$ cat config.mk
export PLATFORM = sky130hd
export DESIGN_NAME = port_arbiter
export DESIGN_NICKNAME = d
export VERILOG_FILES = /design/src/rtl/switch_pkg.sv /design/src/rtl/port_arbiter_rr_pick.sv /design/src/rtl/port_arbiter.sv
export SDC_FILE = /design/constraint.sdc
export NUM_CORES = 1
export LEC_CHECK = 0
export BUFFER_PORTS_ARGS = -buffer_cell sky130_fd_sc_hd__buf_2
export CORE_MARGIN = 2
export CORE_UTILIZATION = 40
export CTS_CLUSTER_SIZE = 12
export DETAILED_ROUTE_END_ITERATION = 7
export HOLD_SLACK_MARGIN = 0.05
export PLACE_DENSITY_LB_ADDON = 0.2
export RECOVER_POWER = 100
export SLEW_MARGIN = 5
export SYNTH_ARGS = -nofsm -noshare
export SYNTH_HDL_FRONTEND = slang
export SYNTH_SLANG_ARGS = --single-unit
$ cat constraint.sdc
create_clock -name clk -period 1.4 [get_ports clk]
set_input_delay 0.28 -clock clk [delete_from_list [all_inputs] [get_ports clk]]
set_output_delay 0.28 -clock clk [all_outputs]
set_load 0.05 [all_outputs]
$ cat src/rtl/switch_pkg.sv
// Shared types and helpers for the switch output-port logic (arbiter, fsm, fsm_top).
package switch_pkg;

  // Default data/address width, kept in step with the per-input fsm.
  localparam int W_WIDTH_DEF = 8;

  // Arbiter FSM: IDLE (no owner), OWN (packet in flight), GAP (one separation cycle).
  typedef enum logic [1:0] {
    IDLE = 2'd0,
    OWN  = 2'd1,
    GAP  = 2'd2
  } arb_state_t;

  // Index width for a requester count; never narrower than one bit.
  function automatic int idx_w(input int n);
    return (n > 1) ? $clog2(n) : 1;
  endfunction

endpackage

$ cat src/rtl/port_arbiter_rr_pick.sv
// rr_pick: combinational round-robin priority encoder.
// Scans req starting at rr_ptr and wrapping modulo N_REQ; the first set line wins.
// rr_ptr must be below N_REQ.
module rr_pick
  import switch_pkg::*;
#(
  parameter int N_REQ = 4,
  parameter int IDX_W = idx_w(N_REQ)
) (
  input  logic [N_REQ-1:0] req,
  input  logic [IDX_W-1:0] rr_ptr,
  output logic             valid,
  output logic [IDX_W-1:0] winner
);

  logic [IDX_W-1:0] idx;

  // Walk offsets from farthest to nearest so the nearest requester overwrites last.
  always_comb begin
    // NOTE: every variable written here gets a value before any branch, so no latch is inferred.
    valid  = |req;
    winner = '0;
    idx    = '0;
    for (int i = N_REQ - 1; i >= 0; i--) begin
      idx = IDX_W'((int'(rr_ptr) + i) % N_REQ);
      if (req[idx]) winner = idx;
    end
  end

endmodule

$ cat src/rtl/port_arbiter.sv
// port_arbiter: round-robin, whole-packet arbiter for one switch output port.
// The owner keeps the port from its grant until an eop beat or until it drops req;
// its wr_en/data are forwarded with one cycle of latency, other writers are ignored.
// Optional build macro ARB_TIMEOUT_EN: force release of an owner that stays silent
// for TIMEOUT_CYC cycles and pulse timeout_err. Without it timeout_err is tied 0.
module port_arbiter
  import switch_pkg::*;
#(
  parameter int W_WIDTH     = W_WIDTH_DEF,
  parameter int N_REQ       = 4,
  parameter int TIMEOUT_CYC = 64
) (
  input  logic                       clk,
  input  logic                       rst_n,
  input  logic                       sw_en,
  input  logic [N_REQ-1:0]           req,
  input  logic [N_REQ-1:0]           wr_en_in,
  input  logic [N_REQ-1:0]           eop,
  input  logic [N_REQ*W_WIDTH-1:0]   data_in,
  output logic [N_REQ-1:0]           gnt,
  output logic [N_REQ-1:0]           port_busy,
  output logic                       wr_en,
  output logic [W_WIDTH-1:0]         data_out,
  output logic                       timeout_err
);

  localparam int IDX_W = idx_w(N_REQ);

  arb_state_t       state, state_nxt;
  logic [IDX_W-1:0] rr_ptr, rr_nxt;
  logic [IDX_W-1:0] own_idx, own_nxt;
  logic [IDX_W-1:0] next_ptr;
  logic [N_REQ-1:0] gnt_nxt, busy_nxt;
  logic             wr_en_nxt, tmo_err_nxt;
  logic [W_WIDTH-1:0] data_nxt;

  logic             pick_valid;
  logic [IDX_W-1:0] pick_idx;

  logic [W_WIDTH-1:0] data_arr [N_REQ];
  logic [W_WIDTH-1:0] own_data;
  logic own_wr, own_eop, own_req;
  logic rel_eop, rel_abort, rel_tmo, pkt_done;

  rr_pick #(
    .N_REQ (N_REQ),
    .IDX_W (IDX_W)
  ) u_rr_pick (
    .req    (req),
    .rr_ptr (rr_ptr),
    .valid  (pick_valid),
    .winner (pick_idx)
  );

  // Unpack the flat requester data bus into one word per requester.
  always_comb begin
    for (int i = 0; i < N_REQ; i++) begin
      data_arr[i] = data_in[i*W_WIDTH +: W_WIDTH];
    end
  end

  assign own_data = data_arr[own_idx];
  assign own_wr   = wr_en_in[own_idx];
  assign own_eop  = eop[own_idx];
  assign own_req  = req[own_idx];

  // A dropped req is an abort and wins over a coincident beat: nothing is forwarded.
  assign rel_abort = ~own_req;
  assign rel_eop   = own_wr & own_eop;
  assign pkt_done  = rel_abort | rel_eop | rel_tmo;

  // Pointer moves to the requester just after the releasing owner.
  assign next_ptr = (own_idx == IDX_W'(N_REQ - 1)) ? '0 : own_idx + 1'b1;

`ifdef ARB_TIMEOUT_EN
  localparam int TMO_W = ($clog2(TIMEOUT_CYC + 1) > 8) ? $clog2(TIMEOUT_CYC + 1) : 8;

  logic [TMO_W-1:0] tmo_cnt;

  // Count consecutive owner cycles without a write beat; zero outside OWN.
  always_ff @(posedge clk) begin
    if (!rst_n)              tmo_cnt <= '0;
    else if (state != OWN)   tmo_cnt <= '0;
    else if (own_wr)         tmo_cnt <= '0;
    else                     tmo_cnt <= tmo_cnt + 1'b1;
  end

  // The TIMEOUT_CYC-th silent owner cycle forces the release.
  assign rel_tmo = ~own_wr & (tmo_cnt == TMO_W'(TIMEOUT_CYC - 1));
`else
  assign rel_tmo = 1'b0;
`endif

  // State register.
  always_ff @(posedge clk) begin
    // NOTE: clocked state uses non-blocking assignments so every register samples pre-edge values.
    if (!rst_n) state <= IDLE;
    else        state <= state_nxt;
  end

  // Next-state logic: grant from IDLE, release from OWN, single GAP cycle.
  always_comb begin
    state_nxt = state;
    case (state)
      IDLE:    if (sw_en && pick_valid) state_nxt = OWN;
      OWN:     if (pkt_done)            state_nxt = GAP;
      GAP:                              state_nxt = IDLE;
      default:                          state_nxt = IDLE;
    endcase
  end

  // Output logic: next values of the registered grant, busy, port and pointer signals.
  always_comb begin
    gnt_nxt     = gnt;
    busy_nxt    = port_busy;
    wr_en_nxt   = 1'b0;
    data_nxt    = data_out;
    tmo_err_nxt = 1'b0;
    own_nxt     = own_idx;
    rr_nxt      = rr_ptr;
    case (state)
      IDLE: begin
        if (sw_en && pick_valid) begin
          own_nxt           = pick_idx;
          gnt_nxt           = '0;
          gnt_nxt[pick_idx] = 1'b1;
          busy_nxt          = ~gnt_nxt;
        end
      end
      OWN: begin
        if (own_wr && !rel_abort) begin
          wr_en_nxt = 1'b1;
          data_nxt  = own_data;
        end
        if (pkt_done) begin
          gnt_nxt     = '0;
          busy_nxt    = '0;
          rr_nxt      = next_ptr;
          tmo_err_nxt = rel_tmo & ~rel_abort;
        end
      end
      default: ;
    endcase
  end

  // Output and pointer registers.
  always_ff @(posedge clk) begin
    if (!rst_n) begin
      gnt         <= '0;
      port_busy   <= '0;
      wr_en       <= 1'b0;
      data_out    <= '0;
      timeout_err <= 1'b0;
      rr_ptr      <= '0;
      own_idx     <= '0;
    end else begin
      gnt         <= gnt_nxt;
      port_busy   <= busy_nxt;
      wr_en       <= wr_en_nxt;
      data_out    <= data_nxt;
      timeout_err <= tmo_err_nxt;
      rr_ptr      <= rr_nxt;
      own_idx     <= own_nxt;
    end
  end

endmodule

==> results of run 1 <==
kinds of logic (layout without fill, tap and decap cells):
kind of cell / count (synthesis) / after routing / share of synthesized area
and+or+nand+nor: 44 / 45 / 0.179
DFF: 23 / 23 / 0.363
adders and majority gates: 1 / 1 / 0.00986
buffers and inverters: 10 / 89 / 0.0483
other: 1 / 1 / 0.00296
muxes: 21 / 21 / 0.274
AOI/OAI and AO/OA: 21 / 21 / 0.123
final cells by class:
cell class	instances	area (sq um)
Fill cell	269	1200
Multi-Input combinational cell	89	800
Timing Repair Buffer	83	473
Sequential cell	23	469
Tap cell	44	55.1
Clock buffer	4	26.3
Inverter	2	7.51
power by group through the flow:
stage	Sequential [mW]	Combinational [mW]	Clock, mW
2_1_floorplan	0.815	0.240	0
3_3_place_gp	0.725	0.485	0
3_5_place_dp	0.727	0.493	0
4_1_cts	0.712	0.506	0.315
5_1_grt	0.716	0.547	0.340
6_report	0.712	0.513	0.299
worst max-delay path, stage by stage, from the launching register on:
cell     delay (ps)
dfxtp_4         400
mux4_2          550
buf_4           170
nand2_4         110
mux2i_1         200
nor2_1           50
state kept, by name, summed over array words and instances (netlist names):
register,cells
data_out,8
gnt,4
port_busy,4
own_idx,2
rr_ptr,2
state,2
wr_en,1
what timing repair did:
action | in CTS | in global routing
buffers inserted | 0 | 2
endpoints found under the setup margin | 20 | 22
gates resized for setup | 4 | 5
cloned | 1 | 0
pin swaps | 3 | 7
routing by layer:
metal / routed length [um] / share of wire / track usage / up-vias
met1: 1320 / 0.40 / 0.202 / 601
met4: 0 / 0 / 0.0286 / 0
met2: 1800 / 0.54 / 0.360 / 39
met5: 0 / 0 / 0 / -
li1: - / - / - / 605
met3: 187 / 0.056 / 0.0433 / 0
cell usage in the layout, fill, tap and decap left out, types with 3 or more instances in the layout:
cell type / n
nor2_1: 19
buf_2: 46
dfxtp_1: 20
nand3_1: 6
clkbuf_2: 17
mux4_2: 11
clkbuf_4: 3
nand2_1: 6
a21oi_1: 5
buf_4: 18
nand3_2: 3
mux2i_1: 10
cell usage after synthesis:
cell,number
a21o_1,1
a21oi_1,6
a21oi_4,1
and2_1,1
and3_4,1
buf_2,4
buf_4,1
buf_6,2
clkbuf_1,1
clkinv_1,1
conb_1,1
dfxtp_1,23
ha_1,1
inv_1,1
mux2i_1,10
mux4_2,11
nand2_1,7
nand2_2,1
nand2_4,1
nand2b_1,2
nand3_1,8
nand3_2,1
nor2_1,19
nor2b_4,1
nor3_2,1
o21a_1,1
o21ai_1,2
o21bai_1,1
o22a_1,1
o22ai_1,3
o31ai_2,1
o32a_1,2
o32ai_1,2
or4_1,1
how the worst max path moves through the flow:
| stage | slack (ps) | depth (start not counted) | to | startpoint |
|---|---|---|---|---|
| floorplan | -110 | 5 | data_out[0]$_SDFFE_PN0P_ | own_idx[1]$_SDFFE_PN0P_ |
| global placement | -180 | 5 | gnt[3]$_SDFFE_PN0P_ | req[3] |
| detailed placement | -220 | 6 | data_out[0]$_SDFFE_PN0P_ | req[3] |
| CTS | -190 | 5 | data_out[0]$_SDFFE_PN0P_ | own_idx[1]$_SDFFE_PN0P_ |
| global route | -230 | 5 | data_out[6]$_SDFFE_PN0P_ | own_idx[1]$_SDFFE_PN0P_ |
| finish | -180 | 5 | data_out[6]$_SDFFE_PN0P_ | own_idx[0]$_SDFFE_PN0P_ |
through the flow:
| step | TNS [ps] | power [mW] |
|---|---|---|
| 2_1_floorplan | -984 | 1.06 |
| 3_3_place_gp | -3000 | 1.21 |
| 3_5_place_dp | -3550 | 1.22 |
| 4_1_cts | -3040 | 1.53 |
| 5_1_grt | -3900 | 1.60 |
| 6_report | -2730 | 1.52 |
==> metrics.cfg, run 1 <==
[detailed_routing]
drcViolationCount = 0
drt-vias-per-instance = 5.08
ant_nets = 0
drt-initial-drc-count = 22
routedWlPerCell_um = 13.5
routed_wl_mm = 3.31
first_pass_iters = 4
vias = 1245

[sta]
whs_ps = 331
fmax_mhz = 635
rsz0062_at_grt = yes
post-route-min-period_ps = 1580
layout_setup_ws_ps = -175
finClkSkew_ps = 2.52
fin_crit_sh = 1.13
setup_viol = 19
finalHoldViolations = 0
drv_slew = 0

[floorplan]
initial_core_util = 0.419
die_w_um = 60.3
core_area_sq_mm = 0.00303
num_rows = 20
die_height_um = 60.3
dieArea_sq_mm = 0.00364
num_io_pins = 65

[power_and_ir_drop]
p_clk_frac = 0.196
switchingPower_mw = 0.494
sw_frac_of_total = 0.324
ir_drop_mv = 0.504
p_per_area_mw_per_mm2 = 832
pwr-share-comb = 0.337
p_int_mw = 1.03
pwr-share-seq = 0.467
p_leak_nw = 0.867

[setup_path]
start_kind = flop
reg2regPathDepth = 5
r2r_start = own_idx[0]$_SDFFE_PN0P_
critical_path_class = reg -> reg
reg2reg_slack_ps = -180
critical_path.max_fanout = 5
r2r_end = data_out[6]$_SDFFE_PN0P_
arrival_ps = 1790
cp.required_ps = 1610
endpoint_kind = flop

[clocking]
tritoncts = yes
clk_latency_ps = 300
clock-root-buffer = clkbuf_4
clk_pin_slew_ps = 120
clk_path_buf_depth = 2
h-tree-depth = 1
clkSinkCount = 23
ctsHoldBuffers = 0
numCtsBuffers = 3

[run]
cap_violations = 0

[synthesis]
yosys_register_bits = 23
synth_cell_type_count = 34
ys_seq_area_frac = 0.363
synth.net_count = 169
synthCells = 121
synth_area_sq_mm = 0.00127
ys_warn_count = 0
yosys.area.top_type = dfxtp_1
synth.top_cell.area_share = 0.363
synth_area_per_cell_sq_um = 10.5
synth.area.top_cells = dfxtp_1 36%, mux4_2 20%, mux2i_1 7.9%

[global_route]
grtUsageTotal = 0.184
grt_max_degree = 13
grt_pass1_vias = 1240
gr-total-overflow = 0
grt_pass1_wl_mm = 5.11
antenna_found_initial = 0

[min_path]
min_delay_path_depth = 3
hp-start = rst_n
hold_path_class = in -> reg
holdPathEnd = own_idx[1]$_SDFFE_PN0P_

[placed_design]
io_buffers = 63
gp_congestion = 0.759
placed_cells = 238
pre_cts_ws_ps = -217
place_area_sq_mm = 0.00176
hpwl_mm = 2.64

[layout]
drive_above_1_share = 0.587
diodes = 0
nets = 250
fin_cells = 245
final_util = 0.605
areaGrowthSynthToFinish_pct = 44.3
finalInstanceArea_sq_mm = 0.00183

[status]
violations = setup timing
outcome = finished, violations left

Note: power is estimated with default switching activity, not from simulation.
==> run 2, diff against run 1 <==
--- a/config.mk
+++ b/config.mk
@@ -13,6 +13,7 @@
 export HOLD_SLACK_MARGIN = 0.05
 export PLACE_DENSITY_LB_ADDON = 0.2
 export RECOVER_POWER = 100
+export SETUP_SLACK_MARGIN = 0.05
 export SLEW_MARGIN = 5
 export SYNTH_ARGS = -nofsm -noshare
 export SYNTH_HDL_FRONTEND = slang
==> run 2 against run 1 <==
Compared with the run above:
- the run still ends with setup timing left
- cell count shrank 0.41%
- critical path depth is the same
- final area grew 0.48%
- clock skew is essentially flat
- total power grew 1.4%
- die area is the same
- core utilization grew 0.29 points
- sequential power is essentially flat
==> metrics.cfg, run 2 (synthesized netlist as in run 1, its figures left out) <==
[status]
violations = setup timing
outcome = finished, violations left

[detailed_routing]
routedWlPerCell_um = 13.8  ; +2.2%
routed_wl_mm = 3.37  ; +1.8%
drt-initial-drc-count = 31  ; +41%
vias = 1231  ; -1.1%
drcViolationCount = 0  ; unchanged
drt-vias-per-instance = 5.05  ; -0.72%
first_pass_iters = 5  ; +1
ant_nets = 0  ; unchanged

[setup_path]
critical_path.max_fanout = 5  ; unchanged
reg2regPathDepth = 5  ; unchanged
r2r_end = data_out[5]$_SDFFE_PN0P_
arrival_ps = 1800  ; about the same
r2r_start = own_idx[1]$_SDFFE_PN0P_
cp_top_family = multiplexers
critical_path_class = reg -> reg
cp_slowest_stage_delay_ps = 550  ; about the same
crit_chain = mux4_2, nor2b_4, nand2_4, mux2i_1, nor2_1
reg2reg_slack_ps = -170  ; about the same
cp.required_ps = 1630  ; +20 ps
start_kind = flop
cpMaxStageDelayCell = mux4_2
endpoint_kind = flop
cp_num_buf_inv = 0  ; -1

[global_route]
grt_max_degree = 14  ; +1
use_met3 = 0.0433  ; unchanged
gr-total-overflow = 0  ; unchanged
grt_pass1_vias = 1277  ; +3.0%
grt_pass1_wl_mm = 5.30  ; +3.7%
antenna_found_initial = 0  ; unchanged
grtUsageTotal = 0.193  ; +0.00894
use_met1 = 0.192  ; -0.00929
grt_most_used_layer = met2
met2_usage = 0.405  ; +0.0450

[min_path]
hold_path_class = in -> reg
holdPathEnd = own_idx[0]$_SDFFE_PN0P_
hp-start = rst_n
min_delay_path_depth = 3  ; unchanged

[layout]
top_regs = data_out: 8 flops, gnt: 4 flops, port_busy: 4 flops
multi_input_area_sq_um = 816  ; +2.0%
nets = 249  ; -0.40%
regMostFlops = data_out
final_cell_mix = 46 x buf_2, 19 x dfxtp_1, 18 x nor2_1
nFillCells = 267  ; -0.74%
drive_above_1_share = 0.600  ; +0.0129
register_area_sq_um = 468  ; -0.27%
diodes = 0  ; unchanged
finalInstanceArea_sq_mm = 0.00184  ; +0.48%
areaGrowthSynthToFinish_pct = 45.0
largest_reg_flops = 8  ; unchanged
final_common_cell = buf_2

[floorplan]
die_w_um = 60.3  ; unchanged
num_io_pins = 65  ; unchanged
num_rows = 20  ; unchanged
core_area_sq_mm = 0.00303  ; unchanged
die_height_um = 60.3  ; unchanged
dieArea_sq_mm = 0.00364  ; unchanged
initial_core_util = 0.419  ; unchanged

[placed_design]
gp_congestion = 0.731  ; -3.7%
place_area_sq_mm = 0.00176  ; unchanged
io_buffers = 63  ; unchanged
hpwl_mm = 2.67  ; +0.95%

[power_and_ir_drop]
p_int_mw = 1.03  ; -0.45%
ir_drop_mv = 0.538  ; +6.7%
pwr-share-comb = 0.333  ; -0.004
p_clk_frac = 0.205  ; +0.009
pwr-share-seq = 0.461  ; -0.006
p_per_area_mw_per_mm2 = 840  ; +0.96%
sw_frac_of_total = 0.337  ; +0.0126
switchingPower_mw = 0.520  ; +5.4%
p_leak_nw = 0.874  ; +0.70%

[clocking]
numCtsBuffers = 3  ; unchanged
ctsHoldBuffers = 0  ; unchanged
clock-root-buffer = clkbuf_4
clk_path_buf_depth = 2  ; unchanged
h-tree-depth = 1  ; unchanged
clkSinkCount = 23  ; unchanged
clk_pin_slew_ps = 130  ; about the same
clk_latency_ps = 320  ; +20 ps
tritoncts = yes

[sta]
drv_slew = 0  ; unchanged
finalHoldViolations = 0  ; unchanged
tns_ps = -2760  ; -32.1 ps
fin_crit_sh = 1.12  ; -0.00256
whs_ps = 314  ; -16.9 ps
finClkSkew_ps = 2.44  ; -0.0825 ps
setup_viol = 20  ; +1
rsz0062_at_grt = yes
post-route-min-period_ps = 1570  ; -3.58 ps
fmax_mhz = 636  ; +0.23%
layout_setup_ws_ps = -171  ; +3.58 ps

[run]
cap_violations = 0  ; unchanged

run 2: how the worst max path moves through the flow:
| stage | startpoint | to | slack, ps | cells after the start |
|---|---|---|---|---|
| final | own_idx[1]$_SDFFE_PN0P_ | data_out[5]$_SDFFE_PN0P_ | -170 | 5 |
| after global routing | own_idx[0]$_SDFFE_PN0P_ | gnt[0]$_SDFFE_PN0P_ | -220 | 5 |
| after CTS | own_idx[1]$_SDFFE_PN0P_ | gnt[1]$_SDFFE_PN0P_ | -170 | 4 |
| after detailed placement | req[3] | data_out[2]$_SDFFE_PN0P_ | -220 | 6 |
| after global placement | req[0] | rr_ptr[1]$_SDFFE_PN0P_ | -190 | 5 |
| after floorplan | own_idx[1]$_SDFFE_PN0P_ | data_out[0]$_SDFFE_PN0P_ | -110 | 5 |
run 2: stage by stage:
| stage | cells | power, mW | util | setup WS, ps |
|---|---|---|---|---|
| 4_1_cts | 244 | 1.57 | 0.607 | -171 |
| 3_3_place_gp | 238 | 1.21 | 0.580 | -189 |
| 5_1_grt | 244 | 1.62 | 0.607 | -224 |
| 6_report | 244 | 1.55 | 0.607 | -171 |
| 2_1_floorplan | 121 | 1.06 | - | -111 |
| 3_5_place_dp | 238 | 1.22 | 0.580 | -222 |
run 2: worst register-to-register path: cells and delay by family, from the launching register on:
family        cells  cell delay, ps
mux               2             770
flops             1             370
simple gates      3             350
run 2: final cells by class:
class,count,area share
clock buffer,3,0.0122
clock inverter,1,0.00272
inverter,2,0.00408
multi-input combinational,89,0.444
sequential,23,0.254
tap,44,0.0299
timing repair buffer,82,0.253
run 2: what timing repair did:
action                                  in CTS  in global routing
endpoints found under the setup margin      22                 23
gates resized for setup                      9                  6
buffers inserted                             1                  1
cloned                                       1                  0
pin swaps                                    6                  2
run 2: layer usage:
metal / part of all wire / vias to the layer above
met5: 0 / -
met4: 0.0050 / 0
met3: 0.058 / 4
met2: 0.54 / 42
met1: 0.39 / 583
li1: - / 602
run 2: power groups by stage:
stage | sequential (mW) | combinational [mW] | clock (mW)
2_1_floorplan | 0.815 | 0.240 | 0
3_3_place_gp | 0.726 | 0.480 | 0
3_5_place_dp | 0.727 | 0.492 | 0
4_1_cts | 0.712 | 0.518 | 0.338
5_1_grt | 0.718 | 0.550 | 0.355
6_report | 0.713 | 0.515 | 0.317
==> run 3, diff against run 2 <==
--- a/config.mk
+++ b/config.mk
@@ -5,9 +5,10 @@
 export SDC_FILE = /design/constraint.sdc
 export NUM_CORES = 1
 export LEC_CHECK = 0
+export ABC_AREA = 1
 export BUFFER_PORTS_ARGS = -buffer_cell sky130_fd_sc_hd__buf_2
 export CORE_MARGIN = 2
-export CORE_UTILIZATION = 40
+export CORE_UTILIZATION = 42
 export CTS_CLUSTER_SIZE = 12
 export DETAILED_ROUTE_END_ITERATION = 7
 export HOLD_SLACK_MARGIN = 0.05
==> run 3 against run 2 <==
Compared with the run above:
- the flow now finishes without violations
- setup slack improved by 180 ps
- synthesized cell count is 92% higher
- area after synthesis increased by 13%
- clock power about the same
- total power is 50% higher
- global-route usage rose by 1.4 points
- maximum frequency is 13% higher
- register-to-register slack gained 180 ps
- non-clock buffer count increased by 4
==> metrics.cfg, run 3 <==
[status]
outcome = finished clean

[layout]
final_cell_mix = 46 x buf_2, 39 x nor2_1, 35 x nand2_1
nFillCells = 338  ; +27%
multi_input_area_sq_um = 975  ; +19%
diodes = 0  ; unchanged
largest_reg_flops = 8  ; unchanged
register_area_sq_um = 468  ; unchanged
top_regs = data_out: 8 flops, gnt: 4 flops, port_busy: 4 flops
nets = 362  ; +45%
final_util = 0.646  ; +0.0381
regMostFlops = data_out
drive_above_1_share = 0.479  ; -0.121
final_common_cell = buf_2
areaGrowthSynthToFinish_pct = 49.6

[synthesis]
ys_seq_area_frac = 0.322  ; -0.0407
synth.top_cell.area_share = 0.322  ; -0.0407
synth_async_sr_flop_share = 0  ; unchanged
yosysMostFrequentCell = nand2_1
yosys.area.top_type = dfxtp_1
synth_area_per_cell_sq_um = 6.16  ; -41%
synth_cell_type_count = 26  ; -24%
synth.net_count = 280  ; +66%
synth_top_family_by_area = simple AND/OR/NAND/NOR gates
yosys_register_bits = 23  ; unchanged
synth_mux_area_frac = 0  ; -0.274
synthCells = 232  ; +92%
synthXorXnorAreaFrac = 0  ; unchanged
synth-compound-area-share = 0.193  ; +0.0694
synth_edf_count = 0  ; unchanged
yosys.area_share.simple = 0.354  ; +0.175
synth.area.top_cells = dfxtp_1 32%, nand2_1 15%, nor2_1 10%
synth_flop_cell = dfxtp_1
synth_fa_ha_area_frac = 0.00876  ; -0.00111
ys_top_cells_by_count = 56 x nand2_1, 39 x nor2_1, 25 x o21ai_0, 23 x dfxtp_1, 19 x nand3_1
ys_warn_count = 0  ; unchanged
synth_area_sq_mm = 0.00143  ; +13%

[detailed_routing]
first_pass_iters = 4  ; -1
routedWlPerCell_um = 11.4  ; -18%
vias = 1718  ; +40%
drcViolationCount = 0  ; unchanged
ant_nets = 0  ; unchanged
drt-initial-drc-count = 54  ; +74%
drt-vias-per-instance = 4.79  ; -5.1%
routed_wl_mm = 4.08  ; +21%

[setup_path]
cp.required_ps = 1640  ; about the same
start_kind = flop
critical_path_class = reg -> reg
arrival_ps = 1630  ; -170 ps
critical_path.max_fanout = 8  ; +3
endpoint_kind = flop

[sta]
finalHoldViolations = 0  ; unchanged
rsz0062_at_grt = yes
fmax_mhz = 717  ; +13%
fin_crit_sh = 0.996  ; -0.127
finClkSkew_ps = 13.8  ; +11.4 ps
tns_ps = 0  ; +2760 ps
post-route-min-period_ps = 1390  ; -177 ps
setup_viol = 0  ; -100%
drv_slew = 0  ; unchanged

[power_and_ir_drop]
p_per_area_mw_per_mm2 = 1090  ; +29%
p_int_mw = 1.28  ; +25%
p_leak_nw = 1.08  ; +24%
pwr-share-seq = 0.342  ; -0.119
ir_drop_mv = 0.669  ; +24%
p_clk_frac = 0.136  ; -0.069
switchingPower_mw = 1.04  ; +100%
pwr-share-comb = 0.522  ; +0.189
total_power_mw = 2.32  ; +50%
sw_frac_of_total = 0.449  ; +0.112

[global_route]
grt_max_degree = 17  ; +3
grt_pass1_wl_mm = 6.62  ; +25%
antenna_found_initial = 0  ; unchanged
gr-total-overflow = 0  ; unchanged
grtUsageTotal = 0.206  ; +0.0136
grt_pass1_vias = 1642  ; +29%

[floorplan]
core_area_sq_mm = 0.00331  ; +9.3%
die_w_um = 62.3  ; +3.3%
num_rows = 21  ; +5.0%
num_io_pins = 65  ; unchanged
initial_core_util = 0.432  ; +0.0126
dieArea_sq_mm = 0.00388  ; +6.8%
die_height_um = 62.3  ; +3.3%

[clocking]
clk_latency_ps = 320  ; about the same
clk_path_buf_depth = 2  ; unchanged
ctsHoldBuffers = 0  ; unchanged
h-tree-depth = 1  ; unchanged
clk_pin_slew_ps = 140  ; about the same
numCtsBuffers = 3  ; unchanged
tritoncts = yes
clock-root-buffer = clkbuf_4
clkSinkCount = 23  ; unchanged

[placed_design]
hpwl_mm = 2.92  ; +9.6%
gp_congestion = 0.895  ; +22%
io_buffers = 63  ; unchanged

[run]
cap_violations = 0  ; unchanged

[min_path]
hold_path_class = in -> reg

## run 3: cell types whose count changed in the layout (fill, tap and decap cells not counted), moves of 7 or more
| cell | before | now |
|---|---|---|
| nor2_1 | 18 | 39 |
| mux4_2 | 11 | 0 |
| o21ai_0 | 0 | 19 |
| o21ai_1 | 0 | 7 |
| nand2_1 | 6 | 35 |
| nand2_2 | 1 | 22 |
| inv_1 | 1 | 15 |
| a31oi_1 | 0 | 8 |
| mux2i_1 | 10 | 0 |
## run 3: per-stage QoR
step / hold WS, ps / cell area [sq um] / setup WS (ps) / std cells
floorplan: 472 / 1430 / 96.8 / 232
global placement: 445 / 1870 / -5.63 / 350
detailed placement: 447 / 1870 / -27.1 / 350
CTS: 266 / 1960 / 47.5 / 355
global route: 244 / 2140 / -80.7 / 359
finish: 243 / 2140 / 5.77 / 359
## run 3: metal layers
metal | vias to the layer above | routed length, um | part of all wire | track usage
met4 | 0 | 17 | 0.0042 | 0.0472
met5 | - | 0 | 0 | 0
met3 | 2 | 182 | 0.045 | 0.0417
met1 | 753 | 1810 | 0.44 | 0.226
met2 | 50 | 2070 | 0.51 | 0.405
li1 | 913 | - | - | -
## run 3: final cells by class
| class | instances | area share |
|---|---|---|
| multi-input cells | 175 | 0.456 |
| repair buffers | 86 | 0.234 |
| flip-flops and latches | 23 | 0.219 |
| inverters | 24 | 0.0480 |
| well taps | 46 | 0.0269 |
| clock buffers | 3 | 0.0105 |
| repair inverters | 1 | 0.00351 |
| clock inverters | 1 | 0.00234 |
## run 3: repair_timing
action	4_1_cts	5_1_grt
gates cloned	1	1
gates resized for setup	18	53
buffers inserted	0	3
setup endpoints to repair	19	21
pin swaps	2	12
hold endpoints to repair	0	0
## run 3: logic make-up after synthesis
| family | count (synthesis) |
|---|---|
| adder cells (fa/ha/maj) | 1 |
| AND/OR/NAND/NOR | 122 |
| AO/OA/AOI/OAI | 50 |
| flip-flops | 23 |
| other | 1 |
| buffers and inverters | 35 |
## run 3: final timing paths
| check | from | slack (ps) | cells past startpoint | endpoint |
|---|---|---|---|---|
| min reg2reg | port_busy[1]$_SDFFE_PN0P_ | 470 | 2 | port_busy[1]$_SDFFE_PN0P_ |
| min | data_in[9] | 240 | 3 | data_out[1]$_SDFFE_PN0P_ |
| max reg2reg | own_idx[0]$_SDFFE_PN0P_ | 6 | 10 | port_busy[2]$_SDFFE_PN0P_ |
| max | own_idx[0]$_SDFFE_PN0P_ | 6 | 10 | port_busy[2]$_SDFFE_PN0P_ |
## run 3: worst max-delay path: stages (launching register included)
cell and delay [ps]:
dfxtp_2 450, inv_6 70, nand2_1 90, nand3_2 70, nand2_2 100, nand2_2 80
nand2_4 120, nand2_8 80, nand2_1 60, a21oi_1 50, and2_1 130
## run 3: power by group through the flow
stage	clock network (mW)	logic, mW	registers [mW]
finish	0.317	1.21	0.793
global route	0.365	1.32	0.804
CTS	0.322	1.04	0.789
detailed placement	0	0.990	0.797
global placement	0	0.986	0.794
floorplan	0	0.513	0.981
